<file path="src/rtl/elevator_pkg.sv">
// Shared types and constants for the elevator dispatcher slice.
package elevator_pkg;

    localparam int   NUM_FLOORS = 10;
    localparam int   FLOOR_W    = 5;
    localparam logic DIR_UP     = 1'b1;
    localparam logic DIR_DOWN   = 1'b0;

    typedef enum logic [1:0] {
        IDLE   = 2'd0,
        MOVE   = 2'd1,
        ARRIVE = 2'd2,
        DOOR   = 2'd3
    } sched_state_t;

    typedef logic [NUM_FLOORS-1:0] floor_vec_t;
    typedef logic [FLOOR_W-1:0]    floor_t;

    // One-hot mask for a floor; an out-of-range floor shifts out to all zeros,
    // so a faulty floor number can never select a latch.
    function automatic floor_vec_t floor_onehot(input floor_t f);
        return floor_vec_t'(1) << f;
    endfunction

endpackage

</file>
<file path="src/rtl/elevator_scheduler_if.sv">
// Request/car bus between the floor latches, the scheduler and the car driver.
interface elevator_scheduler_if;
    import elevator_pkg::*;

    floor_vec_t  is_requested;
    floor_t      current_floor;
    floor_t      destination;
    logic        direction;
    floor_vec_t  request_clear;
    logic        door_open;
    logic        moving;
    logic [1:0]  sched_state;

    // Environment side: latches and car driver
    modport master (
        output is_requested, current_floor,
        input  destination, direction, request_clear, door_open, moving, sched_state
    );

    // Scheduler side
    modport slave (
        input  is_requested, current_floor,
        output destination, direction, request_clear, door_open, moving, sched_state
    );

endinterface

</file>
<file path="src/rtl/elevator_scheduler_nearest_request_finder.sv">
// Combinational search for the closest pending request on each side of the car.
module nearest_request_finder
    import elevator_pkg::*;
(
    input  floor_vec_t requests,
    input  floor_t     current_floor,
    output logic       any_above,
    output logic       any_below,
    output floor_t     nearest_above,
    output floor_t     nearest_below
);

    // Scan downward for "above" so the lowest hit wins, upward for "below" so the highest wins
    always_comb begin
        any_above     = 1'b0;
        any_below     = 1'b0;
        nearest_above = '0;
        nearest_below = '0;
        for (int i = NUM_FLOORS - 1; i >= 0; i--) begin
            if (requests[i] && (floor_t'(i) > current_floor)) begin
                any_above     = 1'b1;
                nearest_above = floor_t'(i);
            end
        end
        for (int i = 0; i < NUM_FLOORS; i++) begin
            if (requests[i] && (floor_t'(i) < current_floor)) begin
                any_below     = 1'b1;
                nearest_below = floor_t'(i);
            end
        end
    end

endmodule

</file>
<file path="src/rtl/elevator_scheduler.sv">
// SCAN dispatcher: picks the next stop, retargets on the way, times the door
// dwell and pulses the serviced floor's latch clear.
module elevator_scheduler
    import elevator_pkg::*;
#(
    parameter int DOOR_CYCLES = 100000000
) (
    input  logic                 clock,
    input  logic                 reset_n,
    elevator_scheduler_if.slave  bus
);

    localparam int CNT_W = (DOOR_CYCLES > 1) ? $clog2(DOOR_CYCLES) : 1;
    localparam logic [CNT_W-1:0] DWELL_LOAD = CNT_W'(DOOR_CYCLES - 1);

    sched_state_t      state, state_n;
    floor_t            dest_n;
    logic              dir_n;
    floor_vec_t        clear_n;
    logic [CNT_W-1:0]  dwell, dwell_n;

    logic       any_above, any_below;
    floor_t     nearest_above, nearest_below;
    floor_vec_t here_onehot;
    logic       here_requested;
    logic       clear_pending;
    logic       floor_fault;

    nearest_request_finder u_finder (
        .requests      (bus.is_requested),
        .current_floor (bus.current_floor),
        .any_above     (any_above),
        .any_below     (any_below),
        .nearest_above (nearest_above),
        .nearest_below (nearest_below)
    );

    assign here_onehot    = floor_onehot(bus.current_floor);
    assign here_requested = |(bus.is_requested & here_onehot);
    // The latch still shows the request while our clear pulse is on the bus;
    // ignore it then so one press never yields two pulses.
    assign clear_pending  = |(bus.request_clear & here_onehot);
    assign floor_fault    = (bus.current_floor >= floor_t'(NUM_FLOORS));
    assign bus.sched_state = state;

    // Next-state and next-output decision for the SCAN controller
    always_comb begin
        state_n = state;
        dest_n  = bus.destination;
        dir_n   = bus.direction;
        clear_n = '0;
        dwell_n = dwell;
        if (floor_fault) begin
            state_n = IDLE;
            dest_n  = bus.current_floor;
            dwell_n = '0;
        end else begin
            case (state)
                IDLE: begin
                    dest_n = bus.current_floor;
                    if (here_requested) begin
                        state_n = ARRIVE;
                        clear_n = here_onehot;
                    end else if (any_above && ((bus.direction == DIR_UP) || !any_below)) begin
                        state_n = MOVE;
                        dir_n   = DIR_UP;
                        dest_n  = nearest_above;
                    end else if (any_below) begin
                        state_n = MOVE;
                        dir_n   = DIR_DOWN;
                        dest_n  = nearest_below;
                    end
                end
                MOVE: begin
                    if (bus.current_floor == bus.destination) begin
                        state_n = ARRIVE;
                        clear_n = here_onehot;
                    end else if ((bus.direction == DIR_UP) && any_above &&
                                 (nearest_above < bus.destination)) begin
                        dest_n = nearest_above;
                    end else if ((bus.direction == DIR_DOWN) && any_below &&
                                 (nearest_below > bus.destination)) begin
                        dest_n = nearest_below;
                    end
                end
                ARRIVE: begin
                    state_n = DOOR;
                    dwell_n = DWELL_LOAD;
                end
                DOOR: begin
                    if (here_requested && !clear_pending) begin
                        clear_n = here_onehot;
                        dwell_n = DWELL_LOAD;
                    end else if (dwell == '0) begin
                        state_n = IDLE;
                    end else begin
                        dwell_n = dwell - 1'b1;
                    end
                end
                default: state_n = IDLE;
            endcase
        end
    end

    // State, dwell counter and all registered outputs
    always_ff @(posedge clock) begin
        if (!reset_n) begin
            state             <= IDLE;
            dwell             <= '0;
            bus.destination   <= '0;
            bus.direction     <= DIR_UP;
            bus.request_clear <= '0;
            bus.door_open     <= 1'b0;
            bus.moving        <= 1'b0;
        end else begin
            state             <= state_n;
            dwell             <= dwell_n;
            bus.destination   <= dest_n;
            bus.direction     <= dir_n;
            bus.request_clear <= clear_n;
            bus.door_open     <= (state_n == ARRIVE) || (state_n == DOOR);
            bus.moving        <= (state_n == MOVE);
        end
    end

endmodule
</file>
<file path="src/flat_wrapper.sv">
// flat-port wrapper written by rule: the top's interface ports become plain ports
module elevator_scheduler_flat import elevator_pkg::*;
#(
    parameter int DOOR_CYCLES = 100000000
)
  (clock, reset_n, bus_is_requested, bus_current_floor, bus_destination, bus_direction, bus_request_clear, bus_door_open, bus_moving, bus_sched_state);
  elevator_scheduler_if bus_i ();
  input  logic clock;
  input  logic reset_n;
  input wire logic [$bits(bus_i.is_requested)-1:0] bus_is_requested;
  input wire logic [$bits(bus_i.current_floor)-1:0] bus_current_floor;
  output wire logic [$bits(bus_i.destination)-1:0] bus_destination;
  output wire logic [$bits(bus_i.direction)-1:0] bus_direction;
  output wire logic [$bits(bus_i.request_clear)-1:0] bus_request_clear;
  output wire logic [$bits(bus_i.door_open)-1:0] bus_door_open;
  output wire logic [$bits(bus_i.moving)-1:0] bus_moving;
  output wire logic [$bits(bus_i.sched_state)-1:0] bus_sched_state;
  assign bus_i.is_requested = bus_is_requested;
  assign bus_i.current_floor = bus_current_floor;
  assign bus_destination = bus_i.destination;
  assign bus_direction = bus_i.direction;
  assign bus_request_clear = bus_i.request_clear;
  assign bus_door_open = bus_i.door_open;
  assign bus_moving = bus_i.moving;
  assign bus_sched_state = bus_i.sched_state;
  elevator_scheduler #(.DOOR_CYCLES(DOOR_CYCLES)) u_core (.clock(clock), .reset_n(reset_n), .bus(bus_i));
endmodule
</file>
<file path="config.mk">
export PLATFORM = sky130hd
export DESIGN_NAME = elevator_scheduler_flat
export DESIGN_NICKNAME = d
export VERILOG_FILES = /design/src/rtl/elevator_pkg.sv /design/src/rtl/elevator_scheduler_if.sv /design/src/rtl/elevator_scheduler_nearest_request_finder.sv /design/src/rtl/elevator_scheduler.sv /design/src/flat_wrapper.sv
export SDC_FILE = /design/constraint.sdc
export NUM_CORES = 1
export LEC_CHECK = 0
export ABC_AREA = 1
export CORE_MARGIN = 2
export CORE_UTILIZATION = 30
export DETAILED_ROUTE_END_ITERATION = 12
export PLACE_DENSITY_LB_ADDON = 0.05
export SYNTH_ARGS = -nofsm -noshare
export SYNTH_HDL_FRONTEND = slang
export SYNTH_SLANG_ARGS = --single-unit
</file>
<file path="constraint.sdc">
create_clock -name clock -period 3.45 [get_ports clock]
set_clock_uncertainty 0.1 [all_clocks]
set_input_delay 1.035 -clock clock [delete_from_list [all_inputs] [get_ports clock]]
set_output_delay 1.035 -clock clock [all_outputs]
set_load 0.03 [all_outputs]
</file>
== Word level (Yosys, flattened, before mapping) ==
Index checks and enable logic that the tools add are counted.
Word-level totals
  bits in registers: 47
  output and inout port bits: 20
  word-level logic and storage cells: 153
Operators by class
  $add $sub $neg: 1
  magnitude comparators: 23
  eq/ne operators: 10
  shift-type cells: 1
  mux-type cells: 64
  bitwise gates (word level): 6
  reductions and logical operators: 41
Operators by type and width (count)
  $mux W5: 24
  $mux W27: 2
  $pmux W27 S2: 1
  $mux W10: 3
  $pmux W10 S3: 1
  $logic_not A27 Y1: 1
  $sub A27 B1 Y27 const B: 1
  $logic_and A1 B1 Y1: 26
  $mux W1: 23
  $and A10 B10 Y10: 2
  $gt A3 B5 Y1 const A: 4
  $lt A3 B5 Y1 const A: 4
  $reduce_or A10 Y1: 2
  $mux W2: 7
  $gt A1 B5 Y1 const A: 2
  $gt A2 B5 Y1 const A: 2
  $gt A4 B5 Y1 const A: 2
  $lt A1 B5 Y1 const A: 2
  $lt A2 B5 Y1 const A: 2
  $lt A4 B5 Y1 const A: 2
  $pmux W5 S2: 1
  $shl A1 B5 Y10 const A: 1
  $eq A2 B2 Y1 const B: 4
  $pmux W2 S4: 1
  18 further kinds: 26

== Logic depth before layout (Yosys ltp) ==
Gate-level depths: netlist of run 1.
  depth after elaboration: 21
  mapped depth: 27

== By module ==
A second synthesis of run 1 with hierarchy kept.
Second synthesis, totals
  cell total of the unflattened synthesis: 652
  area, all modules: 4017.6 um2
Modules (own cells, without submodules)
  elevator_scheduler: instances 1, cells an instance 566, area each 3639.7 um2, seq. area each 940.9 um2
  nearest_request_finder: instances 1, cells an instance 86, area each 377.9 um2, seq. area each 0.0 um2

== Worst setup path after synthesis of run 1 ==
Ideal clock, no wire load.
  path type: input to register
  start point: input bus_current_floor[2]
  end point: register u_core.bus.destination[1]
  setup time: 0.117 ns
  arrival: 3.169 ns
  setup slack: 0.064 ns
  stages: 23
  buffers on the path: 1
  cell sequence: buf_6 -> inv_1 -> nand2_2 -> o21ai_0 -> nand2_1 -> a31o_2 -> nand2_1 -> inv_1 -> ha_1 -> inv_1 -> nor2_1 -> nor2_1 -> o21bai_1 -> a21o_1 -> nand4_1 -> nand2_1 -> inv_1 -> nand2_1 -> nand2_1 -> nand2_2 -> o21ai_0 -> nor2_1 -> nor2_1
On the way
  word-level cells in the longest chain between the ends: 19
  elaborated cells between the ends (all ways): 105
RTL lines
  start, declared: RTL line flat_wrapper.sv:11  | input wire logic [$bits(bus_i.current_floor)-1:0] bus_current_floor;
  branches (longest 19 deep; another with $gt A4 B5 Y1)
  end signal, assigned: RTL line elevator_scheduler.sv:118  | bus.destination <= dest_n;
  end, declared: RTL line elevator_scheduler_if.sv:23  | output destination, direction, request_clear, door_open, moving, sched_state
Several ways; the timed one is not identified. The select of a mux whose other input is x is not followed.
A chain may end at the register's enable or synchronous reset.

== Worst setup path in the final report of run 1 ==
  start point: input bus_current_floor[4]
  end point: register u_core.bus.destination[1]
Same word-level chain as after synthesis.

==> impl_results.md, run 1 <==
* Relative slew slack at 59.9%
* Global-route wire length before repair at 17.9 mm
* Tcrit/Tclk final at 96.7%
* Gate Count Post-Synth at 529
* I/O pin total at 37
* Largest family of logic cells by synthesized area: simple AND/OR/NAND/NOR gates
* GRT Overall Usage at 17.8%
* Clock sink count at 47
* Cell Pwr Density at 321 mW/mm^2
* Worst r2r dst: u_core.bus.moving
* CP required at 3530 ps
* Antenna viol nets, final at 0
* Nets at 683
* Vias in the first global route at 3483
* Most common cell after layout, fill and taps aside: nand2_1
* F_max at 300 MHz
* Synthesis Warnings at 0
* Post-place setup slack at -683 ps
* Final Slew Violations at 0
* Post-Synth Simple-Gate Area at 40.8%
* Min Tclk post-route at 3340 ps
* Sequential share of power at 36.4%
* Sequential share of the synthesized area at 27.6%
* Yosys cell types at 48
* Die Height at 111 um
* Gpl congestion at 0.890
* Layout cells sized above 1 at 27.6%
* Synth Area in XOR/XNOR at 1.80%
* Commonest non-fill, non-tap cells in the layout: nand2_1, buf_4, inv_1, nor2_1, dfxtp_1
* Full die area at 0.0122 sq mm
* Arr. time, crit path at 3420 ps
* Fin Hold WS at 367 ps
* GR Overflow Total at 0
* Post-route setup TNS at 0 ps
* Sw power at 0.000523 W
* Initial antenna violation count at 0
* Via count at 3788
* TritonCTS clock tree: built
* Port Buffers at 36
* Setup WS post-layout at 113 ps
* Comb pwr share at 32.8%
* Avg WL per Cell at 13.9 um
* Core Region at 0.0109 sq mm
* Largest net degree at the start of global routing at 23
* Post-Syn Area per Cell at 6.43 sq um
* Final hold vios at 0
* CP max-delay cell: ha_4
* CP Launch Type: input pin
* Drt drc at 0
* Clock network power share at 30.7%
* Outcome: finished clean
* Worst setup startpoint: bus_current_floor[4]
* Syn Nets at 554
* Critical Path Max Stage Delay at 260 ps
* Die Wd at 111 um
* Final wirelength at 11.1 mm
* RR Startpoint: u_core.dwell[0]
* HP Start: u_core.dwell[0]
* Tot Pwr at 0.00157 W
* Fin util at 44.8%
* Drt via density at 4.74
* Clock root buffer: clkbuf_16
* Leakage at 2.31 nW
* Slew @ Worst Pin at 597 ps
* Detailed Route Iter0 Violations at 195
* Clock buffer depth at 2
* Pre-antenna DRT Iters at 5
* Max_cap viols at 0
* Num CTS Buffers at 5
* Reg-to-reg setup timing slack at 950 ps
* Clock transition at path regs at 70 ps
* Initial core utilization at 31.1%
* Worst r2r path cells at 13
* Critical path class: input pin to flop
* Worst skew pair latency at 290 ps
* Pint at 0.00105 W
* Crit Path Max Fanout at 6
* VDD IR-drop max at 0.000206 V
* RSZ-0062 raised after global routing: true
* # H-tree levels at 2
* ANT cells at 0
* Hold Path Cell Cnt at 1
* Post-DP HPWL at 8.86 mm
* Cell Rows at 38
* Mapped Area at 0.00340 sq mm
* Switching Share at 33.2%
* CP Capture Type: flop
* Synth Register Bits at 47
* P&R area growth vs syn at 44.0%
* Mux cell area share after synthesis at 0%
* CP Cell Sequence: buf_6, nor2_4, buf_12, nand3_4, nand3_2, nand2_2, a31o_4, nand2_2, inv_2, ha_4, inv_2, nor2_1, nor2_1, o21bai_1, a21o_1, nand4_1, nand2_1, inv_1, nand2_2, nand2_2, nand2_4, o21ai_1, nor2_1, nor2_1
* Hold Path Class: flop to flop
* Compound-Gate Fraction of Synth Area at 15.3%
* WHS Endpoint: u_core.dwell[0]
* Area share of fa/ha/maj cells after synthesis at 2.94%
* Final setup vio count at 0
[power groups by stage]
| stage | combinational (W) | sequential, W | clock [W] |
|---|---|---|---|
| 2_1_floorplan | 0.000255 | 0.000599 | 0 |
| 3_3_place_gp | 0.000480 | 0.000585 | 0 |
| 3_5_place_dp | 0.000477 | 0.000586 | 0 |
| 4_1_cts | 0.000486 | 0.000573 | 0.000503 |
| 5_1_grt | 0.000571 | 0.000576 | 0.000523 |
| 6_report | 0.000516 | 0.000574 | 0.000484 |
[what timing repair did]
| action | 4_1_cts | 5_1_grt |
|---|---|---|
| resized for setup | 26 | 43 |
| setup buffers | 0 | 8 |
| pin swaps | 3 | 23 |
| hold buffers | 0 | 0 |
| endpoints found under the setup margin | 33 | 5 |
| hold endpoints to repair | 0 | 0 |
[how the worst max path moves through the flow]
stage	end	slack, ps	depth (start not counted)
after global routing	u_core.bus.destination[1]	-90	23
final	u_core.bus.destination[1]	110	24
after floorplan	u_core.bus.destination[1]	60	23
after global placement	u_core.bus.destination[1]	-650	21
after detailed placement	u_core.bus.destination[1]	-680	24
after CTS	u_core.bus.destination[1]	10	24
[final cells by class]
type,count,area [sq um]
Clock buffer,5,125
Clock inverter,3,20.0
Fill cell,1199,6040
Inverter,87,329
Multi-Input combinational cell,387,2200
Sequential cell,47,941
Tap cell,140,175
Timing Repair Buffer,130,1110
[worst max-delay path: cells and delay by family]
family	cells	cell delay, ps
AND/OR/NAND/NOR	14	1190
AO/OA/AOI/OAI	4	540
buffers and inverters	5	380
adder cells (fa/ha/maj)	1	260
[synth_stat cells, drive strengths merged]
cell      n  area (sq um)
o22ai     6          50.0
a31oi    10          62.6
nor3b     5          42.5
o21bai    2          15.0
inv      87           327
o211ai    1          7.51
xor2      5          43.8
xnor2     2          17.5
buf       6          57.6
a31o      1          8.76
nand2   121           484
o31ai     1          7.51
clkbuf    2          7.51
a211oi    2          20.0
nand3    40           230
a221oi    2          35.0
or2       5          31.3
a21o      1          7.51
nor4      5          46.3
and2      1          6.26
nand3b    2          27.5
o21ai    30           154
nor2     80           340
nor3     19          95.1
nand4    10          83.8
dfxtp    47           941
o21a      1          7.51
a21oi    27           146
ha        8           100
[routing by layer]
| layer | part of all wire [%] | vias up | global-route usage, % |
|---|---|---|---|
| met5 | 0 | - | 0 |
| met4 | 0.79 | 0 | 3.33 |
| met3 | 2.6 | 9 | 2.31 |
| met2 | 45 | 55 | 27.2 |
| met1 | 52 | 1748 | 26.7 |
| li1 | - | 1976 | - |
[registers in the layout, indices dropped and copies added, names as in the netlist]
name / cells
u_core.bus.direction: 1
u_core.bus.moving: 1
u_core.dwell: 27
u_core.bus.destination: 5
u_core.bus.request_clear: 10
u_core.bus.sched_state: 2
u_core.bus.door_open: 1
[cells by family after synthesis]
| logic type | after synthesis |
|---|---|
| and+or+nand+nor | 288 |
| xor gates and xnor gates | 7 |
| buffers and inverters | 95 |
| DFF | 47 |
| adders and majority gates | 8 |
| AOI/OAI and AO/OA | 84 |
[through the flow]
step,cells,cell area [sq um]
global route,799,4900
global placement,783,4560
detailed placement,783,4560
CTS,791,4750
floorplan,529,3400
finish,799,4900
Note: power is estimated with default switching activity, not from simulation.
==> run 2, diff against run 1 <==
--- a/config.mk
+++ b/config.mk
@@ -6,10 +6,9 @@
 export NUM_CORES = 1
 export LEC_CHECK = 0
 export ABC_AREA = 1
-export CORE_MARGIN = 2
+export CORE_MARGIN = 1.5
 export CORE_UTILIZATION = 30
 export DETAILED_ROUTE_END_ITERATION = 12
-export PLACE_DENSITY_LB_ADDON = 0.05
 export SYNTH_ARGS = -nofsm -noshare
 export SYNTH_HDL_FRONTEND = slang
 export SYNTH_SLANG_ARGS = --single-unit
==> run 2 against run 1 <==
- count of clock-buffer cells in the layout unchanged
- critical endpoint unchanged
- combinational power about the same
- power about the same
- flip-flop and latch count unchanged
==> impl_results.md, run 2 (synthesis gave the netlist of run 1 again) <==
* Layout cells sized above 1 at 27.5% (was 27.6%)
* Pre-antenna DRT Iters at 5 (unchanged)
* Post-route cell area at 0.00488 sq mm (was 0.00490 sq mm)
* CP Capture Type: flop (unchanged)
* Family with the most delay on the worst path: simple AND/OR/NAND/NOR gates (unchanged)
* Antenna viol nets, final at 0 (unchanged)
* Clock buffer depth at 2 (unchanged)
* Global-route wire length before repair at 17.3 mm (was 17.9 mm)
* Clock transition at path regs at 70 ps (about the same)
* Clock sink count at 47 (unchanged)
* GRT Overall Usage at 18.1% (was 17.8%)
* # H-tree levels at 2 (unchanged)
* Drt drc at 0 (unchanged)
* Arr. time, crit path at 3480 ps (was 3420 ps)
* ANT cells at 0 (unchanged)
* Most common cell after layout, fill and taps aside: nand2_1 (unchanged)
* Crit Path Max Fanout at 6 (unchanged)
* CP required at 3530 ps (about the same)
* Largest net degree at the start of global routing at 23 (unchanged)
* CP Launch Type: input pin (unchanged)
* Final Slew Violations at 0 (unchanged)
* Outcome: finished clean (unchanged)
* RSZ-0062 raised after global routing: true (unchanged)
* Core Region at 0.0109 sq mm (unchanged)
* Final non-filler cell total at 794 (was 799)
* Clock root buffer: clkbuf_16 (unchanged)
* Critical Path Max Stage Delay at 240 ps (was 260 ps)
* Hold Path Class: flop to flop (unchanged)
* Leakage at 2.31 nW (about the same)
* Post-DP HPWL at 8.44 mm (was 8.86 mm)
* TritonCTS clock tree: built (unchanged)
* F_max at 294 MHz (was 300 MHz)
* Avg WL per Cell at 13.6 um (was 13.9 um)
* Detailed Route Iter0 Violations at 165 (was 195)
* CP bufs+invs at 4 (was 5)
* Cell Rows at 38 (unchanged)
* Top reg by flops: u_core.dwell (unchanged)
* Num CTS Buffers at 5 (unchanged)
* Slew @ Worst Pin at 725 ps (was 597 ps)
* Die Wd at 110 um (was 111 um)
* Initial antenna violation count at 0 (unchanged)
* Worst skew pair latency at 290 ps (about the same)
* Drt via density at 4.96 (was 4.74)
* Full die area at 0.0120 sq mm (was 0.0122 sq mm)
* Cell Pwr Density at 323 mW/mm^2 (was 321 mW/mm^2)
* Initial core utilization at 31.1% (unchanged)
* Final hold vios at 0 (unchanged)
* Nets at 678 (was 683)
* DP Cell Count at 781 (was 783)
* Via count at 3942 (was 3788)
* Tcrit/Tclk final at 98.5% (was 96.7%)
* Die Height at 110 um (was 111 um)
* I/O pin total at 37 (unchanged)
* Tot Pwr at 0.00158 W (was 0.00157 W)
* CP max-delay cell: ha_1 (was ha_4)
* Fin Hold WS at 358 ps (was 367 ps)
* P&R area growth vs syn at 43.3% (was 44.0%)
* Final wirelength at 10.8 mm (was 11.1 mm)
* Commonest non-fill, non-tap cells in the layout: nand2_1, buf_4, inv_1, nor2_1, dfxtp_1 (unchanged)
* Post-route setup TNS at 0 ps (unchanged)
* GR Overflow Total at 0 (unchanged)
* CP Cell Sequence: buf_8, nor2_4, buf_6, nand4_4, nand3_1, nand2_1, nor2_4, nand2_2, nor2_4, ha_1, nand2_1, o21bai_1, nand3_2, inv_2, nand2_2, inv_1, nor2_1, nor2_1, nor2_1, nor2_1, nor2_1 (was buf_6, nor2_4, buf_12, nand3_4, nand3_2, nand2_2, a31o_4, nand2_2, inv_2, ha_4, inv_2, nor2_1, nor2_1, o21bai_1, a21o_1, nand4_1, nand2_1, inv_1, nand2_2, nand2_2, nand2_4, o21ai_1, nor2_1, nor2_1)
* Critical path class: input pin to flop (unchanged)
* Crit-path most repeated cell: nor2_1
* Max_cap viols at 0 (unchanged)
* Min Tclk post-route at 3400 ps (was 3340 ps)
* Port Buffers at 36 (unchanged)
* Biggest regs: u_core.dwell: 27 flops, u_core.bus.request_clear: 10 flops, u_core.bus.destination: 5 flops (unchanged)
* Final setup vio count at 0 (unchanged)
* VDD IR-drop max at 0.000255 V (was 0.000206 V)
* Relative slew slack at 51.6% (was 59.9%)
* Max reg flops at 27 (unchanged)
* Vias in the first global route at 3885 (was 3483)
* Fillcell total at 1136 (was 1199)
* Gpl congestion at 0.936 (was 0.890)
* Area post-placement at 0.00453 sq mm (was 0.00456 sq mm)
run 2: cell count changes in the layout (fill, tap and decap cells not counted), sizes merged, moves of 2 or more:
cell	change
buf	-6
dlymetal6s2s	+2
clkinvlp	-2
clkdlybuf4s50	-2
run 2: metrics by stage:
step / worst slack (ps) / util (%)
finish: 51.9 / 44.6
global route: -120 / 44.6
CTS: -15.4 / 43.1
detailed placement: -761 / 41.4
global placement: -746 / 41.4
floorplan: 64.0 / -
run 2: metal layers:
| metal | global-route usage [%] | wire length, um | vias up |
|---|---|---|---|
| met5 | 0 | 0 | - |
| met4 | 6.68 | 378 | 0 |
| met3 | 2.07 | 490 | 32 |
| met2 | 33.5 | 5270 | 110 |
| met1 | 21.2 | 4690 | 1832 |
| li1 | - | - | 1968 |
run 2: final timing paths:
check	to	depth (start not counted)	slack [ps]	start
worst max-delay path	u_core.bus.destination[1]	21	50	bus_current_floor[4]
worst min-delay path	u_core.dwell[0]	1	360	u_core.dwell[0]
worst max register to register	u_core.bus.moving	13	1060	u_core.dwell[0]
worst min register to register	u_core.dwell[0]	1	360	u_core.dwell[0]
run 2: area by class of cell:
class | count | area (sq um) | share of cell area, %
clock buffer | 5 | 125 | 2.57
clock inverter | 3 | 18.8 | 0.385
timing repair buffer | 125 | 1060 | 21.8
multi-input combinational | 387 | 2230 | 45.7
inverter | 87 | 327 | 6.70
tap | 140 | 175 | 3.59
sequential | 47 | 941 | 19.3
run 2: timing repair:
item | in CTS | in global routing
setup buffers | 1 | 4
setup endpoints to repair | 6 | 5
gates resized for setup | 21 | 52
hold buffers | 0 | 0
pin swaps | 5 | 21
run 2: power by group:
part / total (W) / switching, W / leakage, nW / internal (W)
clock network: 0.000487 / 0.000219 / 0.0740 / 0.000269
logic: 0.000515 / 0.000290 / 1.85 / 0.000225
registers: 0.000573 / 0.0000167 / 0.381 / 0.000556
total: 0.00158 / 0.000525 / 2.31 / 0.00105
==> run 3, diff against run 2 <==
--- a/config.mk
+++ b/config.mk
@@ -6,9 +6,10 @@
 export NUM_CORES = 1
 export LEC_CHECK = 0
 export ABC_AREA = 1
-export CORE_MARGIN = 1.5
-export CORE_UTILIZATION = 30
+export CORE_MARGIN = 1
+export CORE_UTILIZATION = 45
 export DETAILED_ROUTE_END_ITERATION = 12
+export PLACE_DENSITY = 0.68
 export SYNTH_ARGS = -nofsm -noshare
 export SYNTH_HDL_FRONTEND = slang
 export SYNTH_SLANG_ARGS = --single-unit
==> run 3 against run 2 <==
- highest routed layer unchanged
- via count shrank 0.79%
- maximum frequency grew 1.5%
- non-clock buffer count grew 1
- critical endpoint unchanged
- largest power group unchanged
- sequential power is essentially flat
- clock power shrank 30%
- die area shrank 34%
==> impl_results.md, run 3 (synthesis gave the netlist of run 1 again) <==
* Final non-filler cell total at 754 (was 794)
* CP Capture Type: flop (unchanged)
* Antenna viol nets, final at 0 (unchanged)
* Nets at 679 (was 678)
* Hold Path Class: flop to flop (unchanged)
* Via count at 3911 (was 3942)
* Most common cell after layout, fill and taps aside: nand2_1 (unchanged)
* Num CTS Buffers at 5 (unchanged)
* CP Depth at 21 (unchanged)
* Global-route wire length before repair at 17.1 mm (was 17.3 mm)
* Die Height at 89.0 um (was 110 um)
* Fillcell total at 713 (was 1136)
* Drt drc at 0 (unchanged)
* Final setup vio count at 0 (unchanged)
* Max_cap viols at 0 (unchanged)
* Comb pwr share at 36.3% (was 32.7%)
* Top Metal Used: met4 (unchanged)
* Critical Path Max Stage Delay at 520 ps (was 240 ps)
* CP bufs+invs at 4 (unchanged)
* Fin Hold WS at 354 ps (was 358 ps)
* Clock root buffer: clkbuf_8 (was clkbuf_16)
* Family with the most delay on the worst path: simple AND/OR/NAND/NOR gates (unchanged)
* Sequential share of power at 40.0% (was 36.4%)
* Detailed Route Iter0 Violations at 230 (was 165)
* Clock network power share at 23.7% (was 30.9%)
* Register Area at 941 sq um (unchanged)
* # H-tree levels at 2 (unchanged)
* F_max at 299 MHz (was 294 MHz)
* Outcome: finished clean (unchanged)
* Vias in the first global route at 3645 (was 3885)
* Leakage at 2.29 nW (was 2.31 nW)
* Met1 WL at 5.09 mm (was 4.69 mm)
* Clock transition at path regs at 90 ps (was 70 ps)
* Worst skew pair latency at 310 ps (was 290 ps)
* Crit-path most repeated cell: nor2_1 (unchanged)
* Final hold vios at 0 (unchanged)
* Hold Path Cell Cnt at 1 (unchanged)
* Min Tclk post-route at 3350 ps (was 3400 ps)
* Routed wire length on met3 at 580 um (was 490 um)
* Initial antenna violation count at 0 (unchanged)
* Largest net degree at the start of global routing at 23 (unchanged)
* Clock buffer depth at 2 (unchanged)
* Drt via density at 5.19 (was 4.96)
* I/O pin total at 37 (unchanged)
* Gpl congestion at 0.933 (was 0.936)
* Avg WL per Cell at 14.2 um (was 13.6 um)
* Multi-input gate area at 0.00225 sq mm (was 0.00223 sq mm)
* Tcrit/Tclk final at 97.0% (was 98.5%)
* Sw power at 0.000508 W (was 0.000525 W)
* Core Region at 0.00729 sq mm (was 0.0109 sq mm)
* Biggest regs: u_core.dwell: 27 flops, u_core.bus.request_clear: 10 flops, u_core.bus.destination: 5 flops (unchanged)
* Pint at 0.000923 W (was 0.00105 W)
* CP Launch Type: input pin (unchanged)
* Worst r2r path cells at 13 (unchanged)
* TritonCTS clock tree: built (unchanged)
* Final wirelength at 10.7 mm (was 10.8 mm)
* Layout cells sized above 1 at 27.6% (was 27.5%)
* Number of buffers inserted by hold repair at cts at 0 (unchanged)
* Top reg by flops: u_core.dwell (unchanged)
* Die Wd at 89.0 um (was 110 um)
* Crit Path Max Fanout at 6 (unchanged)
* GR Overflow Total at 0 (unchanged)
* Switching Share at 35.5% (was 33.3%)
* Arr. time, crit path at 3450 ps (was 3480 ps)
* VDD IR-drop max at 0.000293 V (was 0.000255 V)
* Initial core utilization at 46.7% (was 31.1%)
* Cell Rows at 31 (was 38)
* Full die area at 0.00791 sq mm (was 0.0120 sq mm)
* Reg-to-reg setup timing slack at 980 ps (was 1060 ps)
* Relative slew slack at 52.7% (was 51.6%)
* CP required at 3560 ps (was 3530 ps)
* ANT cells at 0 (unchanged)
* GRT Overall Usage at 28.0% (was 18.1%)
* Clock sink count at 47 (unchanged)
* CP Cell Sequence: clkdlybuf4s50_1, o21ai_4, nand2_2, a31o_4, nand2_4, inv_2, ha_4, inv_1, nor2_1, nor2_1, o21bai_1, a21o_1, nand4_1, nand2_1, inv_1, nand2_2, nand2_2, nand2_4, o21ai_1, nor2_1, nor2_1 (was buf_8, nor2_4, buf_6, nand4_4, nand3_1, nand2_1, nor2_4, nand2_2, nor2_4, ha_1, nand2_1, o21bai_1, nand3_2, inv_2, nand2_2, inv_1, nor2_1, nor2_1, nor2_1, nor2_1, nor2_1)
* Slew @ Worst Pin at 709 ps (was 725 ps)
* Met2 WL at 4.93 mm (was 5.27 mm)
* Cell Pwr Density at 298 mW/mm^2 (was 323 mW/mm^2)
* Port Buffers at 36 (unchanged)
* Critical path class: input pin to flop (unchanged)
* Commonest non-fill, non-tap cells in the layout: nand2_1, buf_4, inv_1, nor2_1, dfxtp_1 (unchanged)
* Max reg flops at 27 (unchanged)
* Final Slew Violations at 0 (unchanged)
* DP Cell Count at 744 (was 781)
* Post-DP HPWL at 8.52 mm (was 8.44 mm)
* Tot Pwr at 0.00143 W (was 0.00158 W)
* CP max-delay cell: clkdlybuf4s50_1 (was ha_1)
* Pre-antenna DRT Iters at 4 (was 5)
* P&R area growth vs syn at 41.3% (was 43.3%)
run 3: cell count changes in the layout (fill, tap and decap cells not counted), moves of 3 or more:
cell / change
clkbuf_16: -5
clkbuf_8: +5
nand2_2: -4
nand2_4: +4
buf_4: -3
clkdlybuf4s50_1: +3
dlymetal6s2s_1: -3
inv_2: -3
run 3: layout make-up:
class	instances	area share (%)
tap	99	2.58
clock buffer	5	1.43
sequential	47	19.6
multi-input combinational	387	46.7
inverter	87	6.90
clock inverter	3	0.416
timing repair buffer	126	22.4
run 3: worst paths after layout:
| path | end | start |
|---|---|---|
| setup / recovery | u_core.bus.destination[1] | bus_is_requested[2] |
| setup reg to reg | u_core.bus.moving | u_core.dwell[0] |
| hold / removal | u_core.dwell[0] | u_core.dwell[0] |
| hold reg to reg | u_core.dwell[0] | u_core.dwell[0] |
run 3: power by group through the flow:
stage,Clock [W],Combinational [W],Sequential (W)
after floorplan,0,0.000255,0.000599
after global placement,0,0.000470,0.000585
after detailed placement,0,0.000475,0.000585
after CTS,0.000346,0.000481,0.000572
after global routing,0.000364,0.000573,0.000575
final,0.000339,0.000520,0.000573
run 3: what timing repair did:
| action | in CTS | in global routing |
|---|---|---|
| resized for setup | 19 | 50 |
| buffers inserted | 0 | 2 |
| setup endpoints to repair | 6 | 5 |
| pin swaps | 4 | 19 |
run 3: layer usage:
| metal | up-vias | GRT usage (%) |
|---|---|---|
| met1 | 1799 | 38.5 |
| met5 | - | 0 |
| met2 | 128 | 46.0 |
| li1 | 1973 | - |
| met4 | 0 | 6.93 |
| met3 | 11 | 4.62 |
run 3: per-stage QoR:
stage	util [%]	setup WS (ps)	setup TNS, ps	area, sq um
6_report	65.9	103	0	4810
5_1_grt	65.9	-14.0	-25.5	4810
4_1_cts	63.4	1.99	0	4620
3_5_place_dp	61.8	-632	-10390	4510
3_3_place_gp	61.8	-589	-8930	4510
2_1_floorplan	-	64.0	0	3400
run 3: worst reg2reg max path, delay by kind of cell (launching register included):
family | cells | cell delay, ps
flip-flops | 1 | 330
AO/OA/AOI/OAI | 1 | 70
adder cells (fa/ha/maj) | 1 | 170
buffers and inverters | 3 | 390
AND/OR/NAND/NOR | 8 | 1320
